`src/rtl/if_fetch_unit.sv`:
```
// Instruction fetch stage: one outstanding memory request, one-entry skid buffer for stalls.
// Define FETCH_PERF_EN to add fetched-instruction and bubble counters.
module if_fetch_unit #(
    parameter int unsigned        ADDR_W   = 32,
    parameter logic [ADDR_W-1:0]  RESET_PC = '0
) (
    input  logic              clk_i,
    input  logic              rst_i,
    input  logic              stall_i,
    input  logic              redirect_i,
    input  logic [ADDR_W-1:0] redirect_pc_i,
    output logic              imem_req_o,
    output logic [ADDR_W-1:0] imem_addr_o,
    input  logic              imem_ack_i,
    input  logic [31:0]       imem_rdata_i,
    output logic [31:0]       instr_o,
    output logic [ADDR_W-1:0] pc_plus4_o,
    output logic              valid_o,
    output logic              flush_o
`ifdef FETCH_PERF_EN
    ,
    output logic [31:0]       fetch_cnt_o,
    output logic [31:0]       bubble_cnt_o
`endif
);

    typedef enum logic [1:0] {StFetch, StHold, StDiscard} state_t;

    state_t            state, state_nx;
    logic              running;
    logic [ADDR_W-1:0] addr, addr_nx;
    logic [ADDR_W-1:0] target, target_nx;
    logic [31:0]       skid_instr, skid_instr_nx;
    logic [ADDR_W-1:0] skid_pc4, skid_pc4_nx;
    logic [31:0]       instr_nx;
    logic [ADDR_W-1:0] pc4_nx;
    logic              valid_nx;
    logic              hs, out_load;
    logic [ADDR_W-1:0] redir_pc, pc_inc;
    logic              unused_pc_lsbs;

    assign redir_pc       = {redirect_pc_i[ADDR_W-1:2], 2'b00};
    assign unused_pc_lsbs = ^redirect_pc_i[1:0];
    assign pc_inc         = addr + ADDR_W'(4);
    assign hs             = imem_req_o && imem_ack_i;
    // Delivered outputs move only when not stalled, or when a redirect kills them.
    assign out_load       = redirect_i || !stall_i;

    always_ff @(posedge clk_i or negedge rst_i) begin
        if (!rst_i) state <= StFetch;
        else        state <= state_nx;
    end

    always_comb begin
        state_nx = state;
        case (state)
            StFetch: begin
                if (redirect_i)         state_nx = (hs || !running) ? StFetch : StDiscard;
                else if (hs && stall_i) state_nx = StHold;
            end
            StHold:    if (redirect_i || !stall_i) state_nx = StFetch;
            StDiscard: if (hs) state_nx = StFetch;
            default:   state_nx = StFetch;
        endcase
    end

    always_comb begin
        imem_req_o  = running && (state != StHold);
        imem_addr_o = addr;
        flush_o     = redirect_i;
    end

    always_comb begin
        addr_nx       = addr;
        target_nx     = target;
        skid_instr_nx = skid_instr;
        skid_pc4_nx   = skid_pc4;
        instr_nx      = instr_o;
        pc4_nx        = pc_plus4_o;
        valid_nx      = valid_o;
        if (out_load) begin
            valid_nx = 1'b0;
            instr_nx = '0;
        end
        case (state)
            StFetch: begin
                if (redirect_i) begin
                    // With no request outstanding the target can be taken directly.
                    if (hs || !running) addr_nx = redir_pc;
                    else                target_nx = redir_pc;
                end else if (hs) begin
                    if (stall_i) begin
                        skid_instr_nx = imem_rdata_i;
                        skid_pc4_nx   = pc_inc;
                    end else begin
                        instr_nx = imem_rdata_i;
                        pc4_nx   = pc_inc;
                        valid_nx = 1'b1;
                        addr_nx  = pc_inc;
                    end
                end
            end
            StHold: begin
                if (redirect_i) begin
                    addr_nx = redir_pc;
                end else if (!stall_i) begin
                    instr_nx = skid_instr;
                    pc4_nx   = skid_pc4;
                    valid_nx = 1'b1;
                    addr_nx  = skid_pc4;
                end
            end
            StDiscard: begin
                if (redirect_i) begin
                    target_nx = redir_pc;
                    if (hs) addr_nx = redir_pc;
                end else if (hs) begin
                    addr_nx = target;
                end
            end
            default: ;
        endcase
    end

    always_ff @(posedge clk_i or negedge rst_i) begin
        if (!rst_i) begin
            running    <= 1'b0;
            addr       <= RESET_PC;
            target     <= '0;
            skid_instr <= '0;
            skid_pc4   <= '0;
            instr_o    <= '0;
            pc_plus4_o <= '0;
            valid_o    <= 1'b0;
        end else begin
            running    <= 1'b1;
            addr       <= addr_nx;
            target     <= target_nx;
            skid_instr <= skid_instr_nx;
            skid_pc4   <= skid_pc4_nx;
            instr_o    <= instr_nx;
            pc_plus4_o <= pc4_nx;
            valid_o    <= valid_nx;
        end
    end

`ifdef FETCH_PERF_EN
    always_ff @(posedge clk_i or negedge rst_i) begin
        if (!rst_i) begin
            fetch_cnt_o  <= '0;
            bubble_cnt_o <= '0;
        end else begin
            if (out_load && valid_nx)              fetch_cnt_o  <= fetch_cnt_o + 32'd1;
            if (out_load && !valid_nx && !stall_i) bubble_cnt_o <= bubble_cnt_o + 32'd1;
        end
    end
`endif

endmodule

```
`config.mk`:
```
export PLATFORM = sky130hd
export DESIGN_NAME = if_fetch_unit
export DESIGN_NICKNAME = d
export VERILOG_FILES = /design/src/rtl/if_fetch_unit.sv
export SDC_FILE = /design/constraint.sdc
export NUM_CORES = 1
export LEC_CHECK = 0
export BUFFER_PORTS_ARGS = -buffer_cell sky130_fd_sc_hd__buf_4
export CORE_MARGIN = 10
export CORE_UTILIZATION = 25
export CTS_BUF_LIST = sky130_fd_sc_hd__clkbuf_4 sky130_fd_sc_hd__clkbuf_8
export DETAILED_ROUTE_END_ITERATION = 6
export GPL_TIMING_DRIVEN = 0
export RECOVER_POWER = 100
export SLEW_MARGIN = 40
export SYNTH_ARGS = -nofsm -noshare
export SYNTH_HDL_FRONTEND = slang
export SYNTH_SLANG_ARGS = --single-unit
```
`constraint.sdc`:
```
create_clock -name clk_i -period 2.53 [get_ports clk_i]
set_clock_uncertainty 0.2 [all_clocks]
set_input_delay 0.759 -clock clk_i [delete_from_list [all_inputs] [get_ports clk_i]]
set_output_delay 0.759 -clock clk_i [all_outputs]
set_load 0.1 [all_outputs]
```
# Word-level counts from Yosys, hierarchy flattened
# Index checks and enable logic that the tools add are counted.
# op_classes
add_sub_neg,1
reduce_logical,16
n_eq_ne,18
muxes,36
bitwise_logic,1
# op_table
operator,n
$mux 32,20
$pmux 32 s2,3
$pmux 32 s3,1
$add 32x3->32 const B,1
$ne 2x2->1 const B,10
$ne 3x3->1 const B,5
$reduce_and 6->1,2
$mux 2,5
$reduce_and 4->1,2
$pmux 2 s3,1
$mux 1,5
$reduce_bool 2->1,2
$logic_and 1x1->1,3
$reduce_and 3->1,1
$reduce_bool 3->1,1
$eq 2x1->1 const B,1
$eq 2x2->1 const B,1
$logic_not 1->1,2
$logic_not 2->1,1
$logic_or 1x1->1,2
$ne 2x1->1 const B,1
$pmux 1 s2,1
$not 1->1,1
# word_totals
regBits,196
out_inout_bits,99
input_bits,69
wordCells,81

# Longest topological paths before layout
# logic_depth
word_depth,7
mapped_depth,10
mapped_depth_nobuf,7

# Worst setup path after synthesis
# Ideal clock, no wire load.
# synth_timing
path_kind,register to output
from,register state[0]
to,output port imem_req_o
n_path_buf,4
t_arrival_ns,2.744
stages_incl_launch_ff,7
setup_slack_ns,-1.173
cell_sequence,dfrtp_1 ha_1 clkbuf_1 clkbuf_1 clkbuf_1 clkbuf_1 nor2b_1
# synth_via
elab_chain_len,2
# synth_lines
element,line_no,text
"start, declared",29,"state_t state, state_nx;"
"start signal, assigned",50,if (!rst_i) state <= StFetch;
"start signal, assigned",51,else state <= state_nx;
$ne 2x1->1,68,imem_req_o = running && (state != StHold);
$logic_and 1x1->1,68,
"end, declared",12,"output logic imem_req_o,"
# Every way passes these cells.

# Worst setup path after layout
# Ends and elaborated chain as after synthesis.

==> impl_metrics.csv <==
group,metric,value,unit
global_route,overflow,0,
clocking,clock_sinks,194,
global_route,grt_pass1_vias,9233,
clocking,numCtsBuffers,17,
clocking,cts_htree_levels,4,
finish,multi_input_area,0.00482,mm2
sta,setup-violations-final,1,
drt,drtIter0Drc,838,
critical_path,path_class,"flop to primary output",
global_route,antenna_found_initial,3,
power,clkPwrFrac,14.3,%
finish,syn_to_final_growth,28.4,%
finish,seq_area,0.00492,mm2
power,vdd_ir_drop_max,477,uV
drt,wirelength,37.9,mm
sta,tightest_slew,0.945,ns
power,power.density,1190,mW/mm2
critical_path,crit_path_top_delay_cell,"dfrtp_1",
drt,via_per_inst,5.01,
sta,fin_crit,2.65,ns
power,switchingPower,8080,uW
critical_path,worstPathRequired,1.57,ns
finish,layout-drive-gt1-share,28.4,%
power,internal-power,6990,uW
yosys,synth_top_family_by_area,"simple AND/OR/NAND/NOR gates",
critical_path,crit_arrival,1.69,ns
floorplan,die_area,0.0477,mm2
yosys,yosysWarnings,0,
yosys,synth.mux.area_fraction,4.51,%
finish,fill_cells,4084,
sta,whs,0.255,ns
floorplan,coreArea,0.0388,mm2
global_route,grt_max_degree,73,
run_status,violations,"negative setup slack",
critical_path,critPathMaxStageDelay,0.43,ns
yosys,synth.net_count,1180,
job,maxCapViolations,0,
floorplan,die_y,218,um
critical_path,end_kind,"primary output",
drt,drtPass1Iterations,5,
finish,fin_nets,1381,
sta,slew_violations,0,
clocking,cts_buffer_depth,2,
critical_path,path_max_fanout,3,
yosys,synth_edf_count,0,
placed_design,hpwlAfterDp,27.7,mm
clocking,clk_latency,0.50,ns
critical_path,worstSetupStartpointType,"flop",
yosys,ys_top_cells_by_count,"nand2_1 (248), dfrtp_1 (194), o21ai_0 (96), a21oi_1 (87), clkbuf_1 (79)",
floorplan,dieWidth,218,um
power,swShare,53.6,%
sta,fmaxAchievable,0.378,GHz
critical_path,crit_chain,"ha_4 > buf_8 > clkbuf_16 > nor2b_4 > buf_12",
critical_path,crit_buf_inv,3,
yosys,yosysTopAreaCell,"dfrtp_1",
yosys,synth-simple-area-share,20.0,%
yosys,synth-seq-cells,194,
power,leakage,0.00546,uW
yosys,seq_area_frac_synth,49.3,%
yosys,yosys.area.top_type_share,49.3,%
placed_design,preCtsSetupSlack,-1.05,ns
critical_path,critical-path-top-delay-family,"buffers and inverters",
sta,tns,-0.118,ns
drt,antenna_left,0,
yosys,syn_inst,1107,
yosys,postSynth.asyncResetShare,100,%
yosys,syn_area,0.00984,mm2
sta,fin_crit_sh,105,%
placed_design,port_buffers,165,
sta,relSlewSlack,37.0,%
drt,wl_per_cell,20.6,um
floorplan,initial_core_util,25.3,%
min_path,hp-class,"input pin to flop",
floorplan,rows,72,
yosys,yosysUniqueCellTypes,60,
clocking,cts.root.buffer_cell,"clkbuf_8",
power,p_comb_share,51.0,%
yosys,synth_fa_ha_area_share,0.509,%
floorplan,io-pin-count,168,
yosys,synth.area.top_cells,"dfrtp_1 (49%), nand2_1 (9.5%), o21ai_0 (4.9%)",
yosys,synthXorXnorAreaFrac,2.14,%
global_route,grt_pass1_wl,57.2,mm
yosys,syn_area_per_cell,8.89,um2
run_status,status,"finished, violations left",
global_route,grt_use_total,15.7,%
sta,setup_slack,-0.118,ns
yosys,synth_ff_type,"dfrtp_1",
sta,rsz0062_at_grt,"yes",
power,power_frac_seq,34.7,%
clocking,clk_pin_slew,0.11,ns
yosys,synth_compound_area_share,19.4,%
yosys,synth.most_common_cell,"nand2_1",
drt,drc,0,
sta,hold_viol,0,
drt,route.vias.total,9219,
clocking,tritoncts,"yes",
placed_design,routabilityCongestion,0.847,
## area by class of cell
type / count / share of cell area, %
diodes: 1 / 0.0198
plain buffers: 77 / 3.71
clock buffers: 17 / 1.85
clock inverters: 15 / 1.34
inverters: 18 / 0.564
multi-input cells: 809 / 38.1
flip-flops and latches: 194 / 38.9
well taps: 518 / 5.13
repair buffers: 191 / 10.3
## registers in the layout, summed over array words and instances (netlist names)
register	flops
running	1
state	2
skid_instr	32
target	30
valid_o	1
skid_pc4	32
pc_plus4_o	32
instr_o	32
imem_addr_o	32
## stage by stage
stage | util (%) | total power (uW) | std cells | cell area [um2]
after floorplan | - | 10700 | 1107 | 9980
after global placement | 30.6 | 12800 | 1790 | 11900
after detailed placement | 30.8 | 12900 | 1792 | 12000
after CTS | 32.6 | 15200 | 1832 | 12700
after global routing | 32.5 | 15900 | 1839 | 12600
final | 32.6 | 15100 | 1840 | 12600
## layout by cell type (no fill, tap or decap), types with 6 or more instances in the layout
cell type / count
nand2_1: 247
dfrtp_1: 174
buf_4: 123
o21ai_0: 95
clkbuf_2: 93
a21oi_1: 85
nor2_1: 45
mux2_2: 35
a22oi_1: 29
nor2b_1: 26
clkbuf_1: 21
and2_1: 20
xnor2_1: 17
clkbuf_8: 17
inv_1: 16
dfrtp_4: 16
nand3_1: 13
o221ai_1: 13
a31oi_1: 12
nand2b_1: 12
nor3_1: 12
clkbuf_4: 11
a221oi_1: 9
o22ai_1: 9
buf_2: 9
nand4_1: 8
nor4_1: 8
inv_6: 8
o31a_1: 7
xor2_1: 6
## cells by family (layout without fill, tap and decap cells)
logic type / after synthesis / count (layout)
compound gates: 309 / 309
xor+xnor: 24 / 24
fa+ha+maj: 4 / 4
buf+inv: 104 / 318
flops: 194 / 194
mux: 40 / 40
other cells: 1 / 2
simple gates: 431 / 431
## per-layer routing
layer | share of wire [%] | wire length, um | vias up | global-route usage (%)
li1 | - | - | 4278 | -
met1 | 42 | 16000 | 4563 | 19.6
met2 | 48 | 18200 | 316 | 25.6
met3 | 7.2 | 2710 | 58 | 4.21
met4 | 2.6 | 968 | 4 | 5.39
met5 | 0.090 | 34 | - | 0
## path summary, 6_finish.rpt
kind | from | endpoint | slack, ns | cells after the start
min in group asynchronous | rst_i | instr_o[18] | 0.72 | 2
min | imem_rdata_i[30] | skid_instr[30] | 0.25 | 3
min reg2reg | skid_instr[25] | skid_instr[25] | 0.27 | 2
max in group asynchronous | rst_i | imem_addr_o[14] | 0.08 | 4
max reg2reg | imem_addr_o[15] | imem_addr_o[27] | 0 | 5
max | state[0] | imem_req_o | -0.12 | 5
## worst reg2reg max path: cells and delay by family, from the launching register on
kind / cells / cell delay (ns)
flip-flops: 1 / 0.49
AND/OR/NAND/NOR: 4 / 1.48
AO/OA/AOI/OAI: 1 / 0.26
## timing repair
item | 4_1_cts | 5_1_grt
pin swaps | 6 | 3
buffers inserted | 13 | 10
setup endpoints to repair | 185 | 166
resized for setup | 78 | 81
hold endpoints to repair | 26 | 0
hold buffers | 1 | 0
## power by group through the flow
stage          clock network [uW]  registers [uW]  logic [uW]
2_1_floorplan                   0            8540        2180
3_3_place_gp                    0            5210        7570
3_5_place_dp                    0            5270        7650
4_1_cts                      2220            5210        7820
5_1_grt                      2350            5360        8140
6_report                     2160            5230        7680
(Power assumes the default switching activity.)
